### src/rtl/snake_ctrl_if.sv
// Button inputs and game-control outputs between the button panel and snake_ctrl.
interface snake_ctrl_if #(
    parameter int SBITS = 7
);
    logic             btn_up;
    logic             btn_right;
    logic             btn_down;
    logic             btn_left;
    logic             btn_start;
    logic             btn_new;
    logic             start;
    logic             step;
    logic [1:0]       snake_dir;
    logic [SBITS-1:0] seed;
    logic             playing;
    logic             paused;

    modport master (
        output btn_up, btn_right, btn_down, btn_left, btn_start, btn_new,
        input  start, step, snake_dir, seed, playing, paused
    );

    modport slave (
        input  btn_up, btn_right, btn_down, btn_left, btn_start, btn_new,
        output start, step, snake_dir, seed, playing, paused
    );
endinterface

### src/rtl/snake_ctrl.sv
// Game control for snake_field: button conditioning, direction latch,
// free-running seed, step pacing and IDLE/PLAYING/PAUSED sequencing.

// One button: 2-flop synchroniser, debouncer, rising-edge press detect.
module snake_ctrl_deb #(
    parameter logic [19:0] DEB_CYCLES = 20'd500_000
) (
    input  logic clk,
    input  logic rst,
    input  logic i_raw,
    output logic o_press
);
    logic [1:0]  r_sync;
    logic [19:0] r_cnt;
    logic        r_deb;
    logic        r_deb_d;

    // Debounced level flips on the DEB_CYCLES-th consecutive differing sample.
    always_ff @(posedge clk or negedge rst) begin
        if (!rst) begin
            r_sync  <= '0;
            r_cnt   <= '0;
            r_deb   <= 1'b0;
            r_deb_d <= 1'b0;
        end else begin
            r_sync  <= {r_sync[0], i_raw};
            r_deb_d <= r_deb;
            if (r_sync[1] == r_deb) begin
                r_cnt <= '0;
            end else if (r_cnt == DEB_CYCLES - 20'd1) begin
                r_deb <= r_sync[1];
                r_cnt <= '0;
            end else begin
                r_cnt <= r_cnt + 20'd1;
            end
        end
    end

    assign o_press = r_deb & ~r_deb_d;
endmodule

module snake_ctrl #(
    parameter logic [23:0] STEP_DIV   = 24'd5_000_000,
    parameter logic [19:0] DEB_CYCLES = 20'd500_000,
    parameter int          SEED_MAX   = 100,
    parameter int          SBITS      = $clog2(SEED_MAX)
) (
    input  logic         clk,
    input  logic         rst,
    snake_ctrl_if.slave  bus
);
    localparam int B_UP = 0, B_RIGHT = 1, B_DOWN = 2, B_LEFT = 3, B_START = 4, B_NEW = 5;
    localparam int NBTN = 6;

    typedef enum logic [1:0] {S_IDLE, S_PLAY, S_PAUSE} state_t;

    logic [NBTN-1:0] w_raw;
    logic [NBTN-1:0] w_press;

    state_t           r_state, w_state_nxt;
    logic [23:0]      r_timer, w_timer_nxt;
    logic [1:0]       r_dir, w_dir_nxt;
    logic             r_start, w_start_nxt;
    logic             r_step, w_step_nxt;
    logic             r_playing, r_paused;
    logic [SBITS-1:0] r_seed;

    assign w_raw = {bus.btn_new, bus.btn_start, bus.btn_left,
                    bus.btn_down, bus.btn_right, bus.btn_up};

    genvar g;
    generate
        for (g = 0; g < NBTN; g++) begin : g_btn
            snake_ctrl_deb #(.DEB_CYCLES(DEB_CYCLES)) u_deb (
                .clk     (clk),
                .rst     (rst),
                .i_raw   (w_raw[g]),
                .o_press (w_press[g])
            );
        end
    endgenerate

    // State register.
    always_ff @(posedge clk or negedge rst) begin
        if (!rst) r_state <= S_IDLE;
        else      r_state <= w_state_nxt;
    end

    // Next state, timer, direction and pulses; new-game overrides everything.
    always_comb begin
        w_state_nxt = r_state;
        w_timer_nxt = r_timer;
        w_dir_nxt   = r_dir;
        w_start_nxt = 1'b0;
        w_step_nxt  = 1'b0;
        if (w_press[B_NEW] || (r_state == S_IDLE && w_press[B_START])) begin
            w_state_nxt = S_PLAY;
            w_start_nxt = 1'b1;
            w_dir_nxt   = 2'd1;
            w_timer_nxt = '0;
        end else begin
            case (r_state)
                S_PLAY: begin
                    // The pausing cycle still counts as a playing cycle.
                    if (r_timer == STEP_DIV - 24'd1) begin
                        w_timer_nxt = '0;
                        w_step_nxt  = 1'b1;
                    end else begin
                        w_timer_nxt = r_timer + 24'd1;
                    end
                    if (w_press[B_START]) w_state_nxt = S_PAUSE;
                    if      (w_press[B_UP])    w_dir_nxt = 2'd0;
                    else if (w_press[B_RIGHT]) w_dir_nxt = 2'd1;
                    else if (w_press[B_DOWN])  w_dir_nxt = 2'd2;
                    else if (w_press[B_LEFT])  w_dir_nxt = 2'd3;
                end
                S_PAUSE: begin
                    if (w_press[B_START]) w_state_nxt = S_PLAY;
                end
                default: ;
            endcase
        end
    end

    // Registered outputs and timer.
    always_ff @(posedge clk or negedge rst) begin
        if (!rst) begin
            r_timer   <= '0;
            r_dir     <= 2'd1;
            r_start   <= 1'b0;
            r_step    <= 1'b0;
            r_playing <= 1'b0;
            r_paused  <= 1'b0;
        end else begin
            r_timer   <= w_timer_nxt;
            r_dir     <= w_dir_nxt;
            r_start   <= w_start_nxt;
            r_step    <= w_step_nxt;
            r_playing <= (w_state_nxt == S_PLAY);
            r_paused  <= (w_state_nxt == S_PAUSE);
        end
    end

    // Free-running seed, sampled implicitly by human press timing.
    always_ff @(posedge clk or negedge rst) begin
        if (!rst)                               r_seed <= '0;
        else if (r_seed == SBITS'(SEED_MAX - 1)) r_seed <= '0;
        else                                    r_seed <= r_seed + 1'b1;
    end

    assign bus.start     = r_start;
    assign bus.step      = r_step;
    assign bus.snake_dir = r_dir;
    assign bus.seed      = r_seed;
    assign bus.playing   = r_playing;
    assign bus.paused    = r_paused;
endmodule

### src/flat_wrapper.sv
// flat-port wrapper written by rule: the top's interface ports become plain ports
module snake_ctrl_flat 
#(
    parameter logic [23:0] STEP_DIV   = 24'd5_000_000,
    parameter logic [19:0] DEB_CYCLES = 20'd500_000,
    parameter int          SEED_MAX   = 100,
    parameter int          SBITS      = $clog2(SEED_MAX)
)
  (clk, rst, bus_btn_up, bus_btn_right, bus_btn_down, bus_btn_left, bus_btn_start, bus_btn_new, bus_start, bus_step, bus_snake_dir, bus_seed, bus_playing, bus_paused);
  snake_ctrl_if #(.SBITS(SBITS)) bus_i ();
  input  logic clk;
  input  logic rst;
  input wire logic [$bits(bus_i.btn_up)-1:0] bus_btn_up;
  input wire logic [$bits(bus_i.btn_right)-1:0] bus_btn_right;
  input wire logic [$bits(bus_i.btn_down)-1:0] bus_btn_down;
  input wire logic [$bits(bus_i.btn_left)-1:0] bus_btn_left;
  input wire logic [$bits(bus_i.btn_start)-1:0] bus_btn_start;
  input wire logic [$bits(bus_i.btn_new)-1:0] bus_btn_new;
  output wire logic [$bits(bus_i.start)-1:0] bus_start;
  output wire logic [$bits(bus_i.step)-1:0] bus_step;
  output wire logic [$bits(bus_i.snake_dir)-1:0] bus_snake_dir;
  output wire logic [$bits(bus_i.seed)-1:0] bus_seed;
  output wire logic [$bits(bus_i.playing)-1:0] bus_playing;
  output wire logic [$bits(bus_i.paused)-1:0] bus_paused;
  assign bus_i.btn_up = bus_btn_up;
  assign bus_i.btn_right = bus_btn_right;
  assign bus_i.btn_down = bus_btn_down;
  assign bus_i.btn_left = bus_btn_left;
  assign bus_i.btn_start = bus_btn_start;
  assign bus_i.btn_new = bus_btn_new;
  assign bus_start = bus_i.start;
  assign bus_step = bus_i.step;
  assign bus_snake_dir = bus_i.snake_dir;
  assign bus_seed = bus_i.seed;
  assign bus_playing = bus_i.playing;
  assign bus_paused = bus_i.paused;
  snake_ctrl #(.STEP_DIV(STEP_DIV), .DEB_CYCLES(DEB_CYCLES), .SEED_MAX(SEED_MAX), .SBITS(SBITS)) u_core (.clk(clk), .rst(rst), .bus(bus_i));
endmodule
### config.mk
export PLATFORM = sky130hd
export DESIGN_NAME = snake_ctrl_flat
export DESIGN_NICKNAME = d
export VERILOG_FILES = /design/src/rtl/snake_ctrl_if.sv /design/src/rtl/snake_ctrl.sv /design/src/flat_wrapper.sv
export SDC_FILE = /design/constraint.sdc
export NUM_CORES = 1
export LEC_CHECK = 0
export BUFFER_PORTS_ARGS = -buffer_cell sky130_fd_sc_hd__buf_2
export CORE_UTILIZATION = 35
export CTS_CLUSTER_DIAMETER = 150
export CTS_CLUSTER_SIZE = 25
export DETAILED_ROUTE_END_ITERATION = 7
export PLACE_DENSITY = 0.54
export SETUP_SLACK_MARGIN = 0.05
export SLEW_MARGIN = 20
export SYNTH_ARGS = -nofsm -noshare
export SYNTH_HDL_FRONTEND = slang
export SYNTH_HIERARCHICAL = 1
export SYNTH_SLANG_ARGS = --single-unit
### constraint.sdc
create_clock -name clk -period 2.5 [get_ports clk]
set_clock_uncertainty 0.15 [all_clocks]
set_input_delay 0.125 -clock clk [delete_from_list [all_inputs] [get_ports clk]]
set_output_delay 0.125 -clock clk [all_outputs]
set_load 0.01 [all_outputs]
## Word level (Yosys, flattened, before mapping)

Cells that the tools add are included.

| word-level totals | value |
|---|---|
| bits in registers | 183 |
| output and inout port bits | 13 |

| cells by class | value |
|---|---|
| add/subtract/negate cells | 8 |
| eq/ne operators | 18 |
| mux-type cells | 30 |
| bitwise gates (word level) | 18 |
| reduce and logical (&&, ||, !) cells | 12 |

Operator list:

| kind | count |
|---|---|
| 20-bit two-way mux | 12 |
| 20-bit by 1-bit adder with 20-bit output (second input constant) | 6 |
| 20-bit by 19-bit == test with 1-bit output (second input constant) | 6 |
| 24-bit two-way mux | 3 |
| 24-bit by 1-bit adder with 24-bit output (second input constant) | 1 |
| 24-bit by 23-bit == test with 1-bit output (second input constant) | 1 |
| 2-bit two-way mux | 9 |
| 2-bit AND reduction | 7 |
| 1-bit NOT | 12 |
| 7-bit by 1-bit adder with 7-bit output (second input constant) | 1 |
| 7-bit == test (second input constant) | 1 |
| 7-bit two-way mux | 1 |
| 1-bit AND | 6 |
| 1-bit == test | 6 |
| 5-bit nonzero test | 1 |
| 2-bit by 1-bit == test with 1-bit output (second input constant) | 2 |
| 2-bit == test (second input constant) | 2 |
| 1-bit two-way mux | 4 |
| 2-bit case mux with 2 select lines | 1 |
| 2-bit zero test | 1 |
| 2-bit nonzero test | 1 |
| 1-bit logical AND | 1 |
| 1-bit logical OR | 1 |

## Logic depth before layout (Yosys ltp)

Gate-level depths: netlist (run 1).

| logic depth | value |
|---|---|
| word-level depth | 8 |
| mapped depth | 8 |
| gate-level depth less buffers | 6 |

## By module

The synthesis (run 1) kept the hierarchy.

By module, submodules not included:

| module | instances | cells an instance | area each (sq um) | sequential area each (sq um) |
|---|---|---|---|---|
| snake_ctrl_deb | 6 | 112 | 1,172.4 | 600.6 |
| snake_ctrl | 1 | 230 | 2,093.3 | 977.2 |

## Worst setup path after synthesis (run 1)

OpenSTA, ideal clock, no wires.

| timing path | value |
|---|---|
| kind | register to register |
| start | register u_core.g_btn[0].u_deb.r_cnt[10] |
| end | register u_core.g_btn[0].u_deb.r_deb |
| data arrival time | 1,804 ps |
| path slack | 422 ps |
| stages on the path, launching flop included | 5 |
| cell sequence | dfrtp_1 -> or4_1 -> or3_4 -> nor2_4 -> mux2_2 |

| between the ends | value |
|---|---|
| cells in the longest elaborated chain, start to end | 2 |

Ends and longest elaborated chain:

| item | RTL line | text |
|---|---|---|
| start, declared | snake_ctrl.sv:14 | `logic [19:0] r_cnt;` |
| start signal, assigned | snake_ctrl.sv:34 | `r_cnt <= r_cnt + 20'd1;` |
| 20-bit by 19-bit == test with 1-bit output | snake_ctrl.sv:30 | `end else if (r_cnt == DEB_CYCLES - 20'd1) begin` |
| 2-bit AND reduction (no source line) | - |  |
| end signal, assigned | snake_ctrl.sv:31 | `r_deb <= r_sync[1];` |
| end, declared | snake_ctrl.sv:15 | `logic r_deb;` |

No other way between the ends.
A chain may end at the register's enable or synchronous reset.

## Final worst setup path (run 1)

| timing path | value |
|---|---|
| start | register u_core.r_timer[16] |
| end | register u_core.r_timer[15] |

| between the ends | value |
|---|---|
| cells in the longest elaborated chain, start to end | 4 |

Ends and longest elaborated chain:

| item | RTL line | text |
|---|---|---|
| start, declared | snake_ctrl.sv:61 | `logic [23:0] r_timer, w_timer_nxt;` |
| start signal, assigned | snake_ctrl.sv:135 | `r_timer <= w_timer_nxt;` |
| 24-bit by 23-bit == test with 1-bit output | snake_ctrl.sv:105 | `if (r_timer == STEP_DIV - 24'd1) begin` |
| 24-bit two-way mux | snake_ctrl.sv:105 |  |
| 24-bit two-way mux | snake_ctrl.sv:102 | `case (r_state)` |
| 24-bit two-way mux | snake_ctrl.sv:96 | `if (w_press[B_NEW] \|\| (r_state == S_IDLE && w_press[B_START])) begin` |

No other way between the ends. The select of a mux whose other input is x is not followed.

==> results of run 1 <==
## area by class of cell
cell class                 count  share of cell area
sequential                   183               0.442
tap                          330              0.0399
timing repair buffer          52              0.0366
clock buffer                  18              0.0424
multi-input combinational    665               0.415
inverter                      32              0.0116
clock inverter                14              0.0126
## registers in the layout (all words and copies together), names as in the netlist
register                    flops
u_core/bus.playing              1
u_core/r_timer                 24
u_core/bus.seed                 7
u_core/g_btn.u_deb/r_sync      12
u_core/g_btn.u_deb/r_deb        6
u_core/bus.start                1
u_core/g_btn.u_deb/r_cnt      120
u_core/bus.step                 1
u_core/g_btn.u_deb/r_deb_d      6
u_core/bus.snake_dir            2
u_core/r_state                  2
u_core/bus.paused               1
## layout by cell type (no fill, tap or decap), drive strengths merged, types with 3 or more instances in the layout
cell,instances
clkinv,3
nor3,32
mux2i,12
inv,41
dfrtp,182
mux2,8
or4,9
or4bb,6
a31oi,16
buf,44
or3,10
o21ai,25
ha,8
o21bai,3
a21oi,33
and3,10
dlygate4sd3,7
nand2b,5
nor4,49
and4,6
xnor2,92
nand3,55
a41oi,4
nor2b,8
nand2,35
nand4,45
xor2,13
clkbuf,19
nor2,167
## worst min-delay path by stage
stage                               to  slack [ps]  cells after the start
finish              u_core/r_timer[13]          70                      2
CTS                 u_core/r_timer[13]          80                      2
floorplan            u_core/bus.paused        -320                      0
global route        u_core/r_timer[13]          90                      2
detailed placement  u_core/r_timer[13]         -20                      1
global placement    u_core/r_timer[13]         -20                      1
## cells by family (layout without fill, tap and decap cells)
logic type / after synthesis / count (layout) / share of synthesized area
flops: 183 / 183 / 0.502
buf+inv: 54 / 116 / 0.0285
fa+ha+maj: 8 / 8 / 0.0110
mux: 20 / 20 / 0.0230
xor+xnor: 105 / 105 / 0.101
compound gates: 90 / 90 / 0.0661
simple gates: 442 / 442 / 0.269
## per-stage QoR
stage | std cells | power, mW
final | 1294 | 5.81
after global routing | 1294 | 6.07
after CTS | 1294 | 5.94
after detailed placement | 1255 | 3.25
after global placement | 1255 | 3.25
after floorplan | 902 | 3.16
## metal layers
| layer | routed length (um) | vias up | global-route usage |
|---|---|---|---|
| met5 | 0 | - | 0 |
| met4 | 161 | 0 | 0.0459 |
| met3 | 467 | 9 | 0.0251 |
| met2 | 8040 | 69 | 0.226 |
| met1 | 9340 | 3179 | 0.210 |
| li1 | - | 3304 | - |
## timing repair
item | CTS | global route
hold endpoints to repair | 117 | 0
hold buffers | 7 | 0
gates resized for setup | 0 | 1
endpoints found under the setup margin | 0 | 6
## power breakdown
part,internal [mW],leakage [nW],total (mW),switching (mW)
combinational,0.0515,1.41,0.167,0.116
clock,1.35,0.276,2.62,1.27
sequential,2.99,2.50,3.02,0.0322
total,4.39,4.18,5.81,1.42
==> flow_summary.toml, run 1 <==
[setup_path]
cp_top_family = "simple AND/OR/NAND/NOR gates"
library_cell_contributing_the_largest_single_delay_on_the_critical_path = "or4_4"
crit_cells = 5
crit_fanout = 13
worst-endpoint-required_ps = 2650
timing_worst_setup_path_type = "reg2reg"
critPathCapture = "u_core/r_timer[15]"
path_cells = "or4_4 > nor4_4 > a21oi_1 > or2b_1 > a31oi_1"
cp_num_buf_inv = 0
worstReg2RegStart = "u_core/r_timer[16]"
critPathMaxStageDelay_ps = 540
start_kind = "flip-flop"
timing.reg2reg.worst_path_depth = 5
worst_setup_path_startpoint = "u_core/r_timer[16]"
regToRegSetupSlack_ps = 140
setup.worst_path.end_class = "flip-flop"
reg2reg_to = "u_core/r_timer[15]"
worst_ep_arrival_time_ps = 2510

[timing]
worst_hold_slack_ps = 67.3
smallest_setup_slack_after_layout_ps = 143
period_share = 0.943
finalHoldViolCount = 0
worst-slew-pin-transition_ps = 979
unrepaired_setup_endpoints_after_global_routing = "false"
max_freq_mhz = 424
maxSlewViolCount = 0
final.setup.tns_ps = 0
max_slew_margin = 0.347
timing.final.setup_violations = 0
layout_min_cycle_time_ps = 2360

[detailed_routing]
drt_first_iter_violations = 312
drtAntennaViolNets = 0
wl_um = 18000
vias = 6561
drt_drc_violations_left = 0
number_of_detailed_route_iterations_in_the_first_pass = 5
drt-wirelength-per-cell_um = 13.9
post_drt_via_cell_ratio = 5.07

[logic_synthesis]
avgSynthCellArea_um2 = 10.1
yosysWarnings = 6
postSynthRegisterBits = 183
synthFlopType = "dfrtp_1"
synth_seq_area_share = 0.502
synth_cell_types = 50
syn-cell-area_um2 = 9130
synth_enable_flop_cells = 0
ys_async_sr_fraction = 1.00
synth_largest_area_cell = "dfrtp_1"
synth_area_leaders = "dfrtp_1 50%, xnor2_1 8.8%, nor2_1 6.6%"
synth.cells.most_frequent = "182 x dfrtp_1, 161 x nor2_1, 92 x xnor2_1"
synth_largest_type_area_fraction = 0.499
postSynthCellCount = 902
postSynthNetCount = 918
synthMostInstantiatedCell = "dfrtp_1"

[place]
placement.io_buffers = 20
dp_worst_setup_slack_ps = 200
detailed_place_hpwl_um = 12400
detailed_place.area_um2 = 9710
place_congestion = 0.822

[global_route]
grt_pass1_wl_um = 31800
first_global_vias = 6435
number_of_antenna_violations_at_the_first_check_in_global_routing = 0
grt_start_max_net_pins = 56
global_route.usage.total = 0.147
gr-total-overflow = 0

[final_layout]
core_util_final = 0.408
diodes = 0
multiInputGateArea_um2 = 4290
layout.nets = 967
seqCellArea_um2 = 4580
drive_gt1_frac = 0.131
nFillCells = 2513
final_area_um2 = 10400
area_growth_pct = 13.5

[floorplanning]
io-pin-count = 21
die-width_um = 163
core_region_area_um2 = 25400
die_area_um2 = 26700
chipHeight_um = 163
initial_core_util = 0.359
rows = 58

[pwr]
vdd_ir_drop_max_v = 0.000423
power_per_cell_area_nw_per_um2 = 561
power.static_leakage_nw = 4.18

[cts]
clk_latency_ps = 430
root_buffer = "clkbuf_16"
clk_pin_slew_ps = 80
max-clock-path-buffers = 2
tritoncts_num_sinks = 183
cts-buffers-inserted = 17
htreeDepth = 4
post-cts-setup-buffers = 0
cts_tree = "done"

[run_status]
status = "complete, no violations"

[run]
max-cap-violations = 0

[min_path]
hold_path_class = "in2async"
Power figures use the tool's default switching activity.
==> inputs of run 2 (changes only) <==
--- a/config.mk
+++ b/config.mk
@@ -5,12 +5,13 @@
 export SDC_FILE = /design/constraint.sdc
 export NUM_CORES = 1
 export LEC_CHECK = 0
-export BUFFER_PORTS_ARGS = -buffer_cell sky130_fd_sc_hd__buf_2
+export ABC_AREA = 1
 export CORE_UTILIZATION = 35
 export CTS_CLUSTER_DIAMETER = 150
 export CTS_CLUSTER_SIZE = 25
 export DETAILED_ROUTE_END_ITERATION = 7
-export PLACE_DENSITY = 0.54
+export DONT_BUFFER_PORTS = 1
+export PLACE_DENSITY = 0.53
 export SETUP_SLACK_MARGIN = 0.05
 export SLEW_MARGIN = 20
 export SYNTH_ARGS = -nofsm -noshare
==> run 2 against run 1 <==
Hold slack worse by 840 ps. Worst setup slack improved by 440 ps. Sequential power hardly changed. Routed wire length up 16%. Largest power group unchanged. Via count up 19%. The run now ends with hold timing left. Synthesized cell count rose by 42%.
==> flow_summary.toml, run 2 <==
[run_status]
status = "complete, but fails checks"
violations_in_the_final_reports = "hold timing"

[logic_synthesis]
synth_enable_flop_cells = 0
avgSynthCellArea_um2 = 7.69
synthMostInstantiatedCell = "nor2_1"
postSynthNetCount = 1301
synth_cell_types = 29
synthFlopType = "dfrtp_1"
yosysWarnings = 6
synth.cells.most_frequent = "305 x nor2_1, 291 x nand2_1, 182 x dfrtp_1"
postSynthRegisterBits = 183
synth_seq_area_share = 0.464
syn-cell-area_um2 = 9880
synth_area_leaders = "dfrtp_1 46%, nor2_1 12%, nand2_1 11%"
postSynthCellCount = 1285
ys_async_sr_fraction = 1.00
synth_largest_type_area_fraction = 0.461
synth_largest_area_cell = "dfrtp_1"

[floorplanning]
chipHeight_um = 170
rows = 61
initial_core_util = 0.356
core_region_area_um2 = 27800
die_area_um2 = 28900
die-width_um = 170
io-pin-count = 21

[detailed_routing]
drtAntennaViolNets = 0
number_of_detailed_route_iterations_in_the_first_pass = 5
vias = 7825
post_drt_via_cell_ratio = 4.60
drt_drc_violations_left = 0
drt-wirelength-per-cell_um = 12.3
wl_um = 20800
drt_first_iter_violations = 478

[final_layout]
multiInputGateArea_um2 = 4750
nFillCells = 2917
final_cell_count_no_fill = 1700
layout_top_registers = "u_core/g_btn.u_deb/r_cnt x120, u_core/r_timer x24, u_core/g_btn.u_deb/r_sync x12"
diodes = 0
seqCellArea_um2 = 4580
largest_reg_flops = 120
layout.cells.most_common = "nor2_1"
top_register = "u_core/g_btn.u_deb/r_cnt"
layout.nets = 1325
area_growth_pct = 10.9
drive_gt1_frac = 0.115
mostFrequentLayoutCells = "305 x nor2_1, 291 x nand2_1, 182 x dfrtp_1"

[global_route]
global_route.usage.total = 0.157
first_global_vias = 7631
grt_start_max_net_pins = 184
grt_pass1_wl_um = 36600
gr-total-overflow = 0
number_of_antenna_violations_at_the_first_check_in_global_routing = 0

[setup_path]
setup.worst_path.end_class = "flip-flop"
timing_worst_setup_path_type = "reg2reg"
worst_path_most_repeated_cell = "nor2_1"
path_cells = "inv_1 > nor2_1 > nand3_1 > nand3_2 > buf_4 > inv_2 > o21bai_1 > nand2_1 > nor2_1"
library_cell_contributing_the_largest_single_delay_on_the_critical_path = "dfrtp_1"
cp_top_family = "simple AND/OR/NAND/NOR gates"
cp_num_buf_inv = 3
worst-endpoint-required_ps = 2710
worst_ep_arrival_time_ps = 2130
worstReg2RegStart = "u_core/g_btn[4].u_deb/r_deb"
critPathMaxStageDelay_ps = 430
start_kind = "flip-flop"
crit_fanout = 11
worst_setup_path_startpoint = "u_core/g_btn[4].u_deb/r_deb"

[pwr]
vdd_ir_drop_max_v = 0.000452
seq_power_share = 0.525
power.static_leakage_nw = 4.72
power_switching_mw = 1.37
share_of_total_power_in_combinational_logic = 0.019
power_per_cell_area_nw_per_um2 = 525
total_power_mw = 5.75
cell_internal_pwr_mw = 4.38
sw_frac_of_total = 0.238
p_clk_frac = 0.456

[timing]
unrepaired_setup_endpoints_after_global_routing = "false"
finalHoldViolCount = 183
layout_min_cycle_time_ps = 1920
timing.final.setup_violations = 0
max_slew_margin = 0.636
final.setup.tns_ps = 0
max_freq_mhz = 521
worst-slew-pin-transition_ps = 546
period_share = 0.767
worst_hold_slack_ps = -776
maxSlewViolCount = 0

[cts]
cts-resized-gates = 0
post-cts-setup-buffers = 0
cts-buffers-inserted = 17
tritoncts_num_sinks = 183
clk_latency_ps = 440
root_buffer = "clkbuf_16"
htreeDepth = 4
cts_hold_buf = 6
cts_tree = "done"
clk_pin_slew_ps = 80
max-clock-path-buffers = 2

[place]
place_congestion = 0.871
detailed_place_hpwl_um = 15000
placement.io_buffers = 0
number_of_cells_in_the_design_after_placement = 1662

[run]
max-cap-violations = 0

[min_path]
hold_path_class = "in2async"
-- run 2: area by class of cell --
cell class                      count  area share
Timing Repair Buffer                7     0.00616
Clock buffer                       19      0.0404
Inverter                          138      0.0477
Tap cell                          378      0.0431
Multi-Input combinational cell    962       0.433
Clock inverter                     13      0.0114
Sequential cell                   183       0.418
-- run 2: logic make-up after synthesis --
| group | synth area share |
|---|---|
| xor+xnor | 0.0524 |
| fa+ha+maj | 0.0101 |
| flops | 0.464 |
| compound gates | 0.0395 |
| buf+inv | 0.0557 |
| simple gates | 0.379 |
-- run 2: per-stage QoR --
step | setup WS (ps) | util | instance area [um^2]
global placement | 641 | 0.372 | 10300
CTS | 561 | 0.395 | 11000
global route | 370 | 0.395 | 11000
finish | 582 | 0.395 | 11000
detailed placement | 600 | 0.372 | 10300
floorplan | 849 | - | 9880
-- run 2: final timing paths --
| check | end | slack (ps) | cells after the start |
|---|---|---|---|
| worst max-delay path | u_core/r_timer[4] | 580 | 9 |
| worst min-delay path | u_core/g_btn[1].u_deb/r_cnt[19] | -780 | 0 |
| worst max register to register | u_core/r_timer[4] | 580 | 9 |
| worst min register to register | u_core/g_btn[2].u_deb/r_sync[1] | 210 | 0 |
| max in group asynchronous | u_core/g_btn[4].u_deb/r_cnt[9] | 2490 | 0 |
| min in group clk | u_core/g_btn[5].u_deb/r_sync[0] | 90 | 1 |
-- run 2: power by group through the flow --
stage / clock [mW] / sequential (mW) / combinational, mW
6_report: 2.62 / 3.02 / 0.111
5_1_grt: 2.85 / 3.02 / 0.127
3_3_place_gp: 0 / 3.07 / 0.105
2_1_floorplan: 0 / 3.07 / 0.0809
4_1_cts: 2.73 / 3.02 / 0.114
3_5_place_dp: 0 / 3.08 / 0.106
-- run 2: routing by layer --
layer | vias to the layer above | part of all wire | global-route usage
met5 | - | 0 | 0
met4 | 0 | 0.0094 | 0.0443
met3 | 14 | 0.031 | 0.0326
met2 | 91 | 0.45 | 0.241
met1 | 3669 | 0.51 | 0.223
li1 | 4051 | - | -
==> inputs of run 3 (changes only) <==
--- a/config.mk
+++ b/config.mk
@@ -11,7 +11,7 @@
 export CTS_CLUSTER_SIZE = 25
 export DETAILED_ROUTE_END_ITERATION = 7
 export DONT_BUFFER_PORTS = 1
-export PLACE_DENSITY = 0.53
+export PLACE_DENSITY = 0.55
 export SETUP_SLACK_MARGIN = 0.05
 export SLEW_MARGIN = 20
 export SYNTH_ARGS = -nofsm -noshare
==> constraint.sdc (replaced) <==
create_clock -name clk -period 1.7 [get_ports clk]
set_clock_uncertainty 0.15 [all_clocks]
set_input_delay 0.085 -clock clk [delete_from_list [all_inputs] [get_ports clk]]
set_output_delay 0.085 -clock clk [all_outputs]
set_load 0.01 [all_outputs]
==> run 3 against run 2 <==
The run still ends with hold timing left. Critical endpoint is now u_core/r_timer[12]. Via count is 2.1% higher. Total power is 49% higher. Utilization is 1.4 points higher. Cell count is 1.8% higher. Largest power group unchanged. Sequential power is 47% higher.
==> flow_summary.toml, run 3 (synthesized netlist as in run 2, its figures left out) <==
[setup_path]
worstReg2RegStart = "u_core/r_timer[0]"
reg2reg_to = "u_core/r_timer[12]"
timing.reg2reg.worst_path_depth = 10
start_kind = "flip-flop"
path_cells = "ha_4 > nand2_2 > nor2_4 > nand2_2 > nor2_2 > nand3_2 > nand2_2 > nand2_4 > clkinv_8 > nor2_1"
crit_fanout = 12
library_cell_contributing_the_largest_single_delay_on_the_critical_path = "dfrtp_1"
setup.worst_path.end_class = "flip-flop"
worst-endpoint-required_ps = 1870
critPathMaxStageDelay_ps = 400
regToRegSetupSlack_ps = 130
timing_worst_setup_path_type = "reg2reg"
worst_path_most_repeated_cell = "nand2_2"
worst_ep_arrival_time_ps = 1740

[cts]
htreeDepth = 4
cts-buffers-inserted = 17
tritoncts_num_sinks = 183
root_buffer = "clkbuf_16"
clk_latency_ps = 440
clk_pin_slew_ps = 70
max-clock-path-buffers = 2
cts_hold_buf = 6
cts_tree = "done"

[place]
place_congestion = 0.846
number_of_cells_in_the_design_after_placement = 1692
dp_worst_setup_slack_ps = 16.5
placement.io_buffers = 0
detailed_place_hpwl_um = 14800
detailed_place.area_um2 = 10600

[detailed_routing]
number_of_detailed_route_iterations_in_the_first_pass = 8
wl_um = 20800
vias = 7991
drt-wirelength-per-cell_um = 12.0
post_drt_via_cell_ratio = 4.62
drtAntennaViolNets = 0
drt_drc_violations_left = 0
drt_first_iter_violations = 492

[timing]
final.setup.tns_ps = 0
finalHoldViolCount = 183
period_share = 0.922
smallest_setup_slack_after_layout_ps = 132
max_slew_margin = 0.659
maxSlewViolCount = 0
worst_hold_slack_ps = -801
layout_min_cycle_time_ps = 1570
max_freq_mhz = 638
unrepaired_setup_endpoints_after_global_routing = "true"
timing.final.setup_violations = 0
worst-slew-pin-transition_ps = 511

[global_route]
grt_pass1_wl_um = 36500
global_route.usage.total = 0.155
grt_start_max_net_pins = 184
first_global_vias = 7773
number_of_antenna_violations_at_the_first_check_in_global_routing = 0
gr-total-overflow = 0

[final_layout]
layout.nets = 1357
diodes = 0
layout_top_registers = "u_core/g_btn.u_deb/r_cnt x120, u_core/r_timer x24, u_core/g_btn.u_deb/r_sync x12"
layout.cells.most_common = "nor2_1"
largest_reg_flops = 120
area_growth_pct = 14.8
mostFrequentLayoutCells = "289 x nor2_1, 283 x nand2_1, 180 x dfrtp_1"
final_cell_count_no_fill = 1730
drive_gt1_frac = 0.161
top_register = "u_core/g_btn.u_deb/r_cnt"
final_area_um2 = 11300

[pwr]
power.static_leakage_nw = 4.86
vdd_ir_drop_max_v = 0.000602
power_per_cell_area_nw_per_um2 = 756

[run_status]
violations_in_the_final_reports = "hold timing"
status = "complete, but fails checks"

[floorplanning]
chipHeight_um = 170
initial_core_util = 0.356
die_area_um2 = 28900
io-pin-count = 21
die-width_um = 170
core_region_area_um2 = 27800
rows = 61

[run]
max-cap-violations = 0

[min_path]
hold_path_class = "in2async"
==> run 3: changes by cell type in the layout (fill, tap and decap cells not counted), sizes merged <==
cell / delta
clkinvlp: +2
bufinv: +2
buf: +32
clkbuf: -1
inv: -5
==> run 3: layout make-up <==
class | count | area (um^2)
fill | 2891 | 16400
multi-input combinational | 962 | 4870
sequential | 183 | 4580
inverter | 138 | 531
tap | 378 | 473
clock buffer | 18 | 429
timing repair buffer | 39 | 308
clock inverter | 12 | 144
==> run 3: layer usage <==
metal / vias up / part of all wire / track usage
met5: - / 0 / 0
met4: 0 / 0.012 / 0.0458
met3: 22 / 0.032 / 0.0305
met2: 123 / 0.46 / 0.253
met1: 3734 / 0.49 / 0.208
li1: 4112 / - / -
==> run 3: how the worst max path moves through the flow <==
stage                        from                  to  slack (ps)  depth (start not counted)
3_3_place_gp   u_core/r_timer[14]  u_core/r_timer[16]          30                          6
3_5_place_dp    u_core/r_timer[1]  u_core/r_timer[17]          20                         10
4_1_cts        u_core/r_timer[14]  u_core/r_timer[16]          60                          6
2_1_floorplan   u_core/r_timer[0]  u_core/r_timer[11]         100                         11
5_1_grt        u_core/r_timer[22]  u_core/r_timer[12]         -30                          9
6_report        u_core/r_timer[0]  u_core/r_timer[12]         130                         10
==> run 3: metrics by stage <==
stage                      util  hold WS (ps)  total power, mW
after floorplan               -          -361             4.63
after global placement    0.380          -354             4.70
after detailed placement  0.380          -355             4.70
after CTS                 0.404          -828             8.71
after global routing      0.408          -837             8.92
final                     0.408          -801             8.57
==> run 3: critical path: cells and delay by family, from the launching register on <==
kind	cells	cell delay [ps]
buffers and inverters	1	90
adders and majority gates	1	160
DFF	1	400
and+or+nand+nor	8	650
==> run 3: timing repair <==
action	in CTS	in global routing
buffers inserted	1	1
hold endpoints to repair	189	183
setup endpoints to repair	13	59
gates resized for setup	5	41
pin swaps	0	2
==> run 3: power breakdown <==
| part | internal (mW) | switching (mW) | total (mW) |
|---|---|---|---|
| Combinational | 0.0778 | 0.113 | 0.191 |
| Sequential | 4.40 | 0.0361 | 4.44 |
| Clock | 2.18 | 1.76 | 3.94 |
| Total | 6.66 | 1.91 | 8.57 |
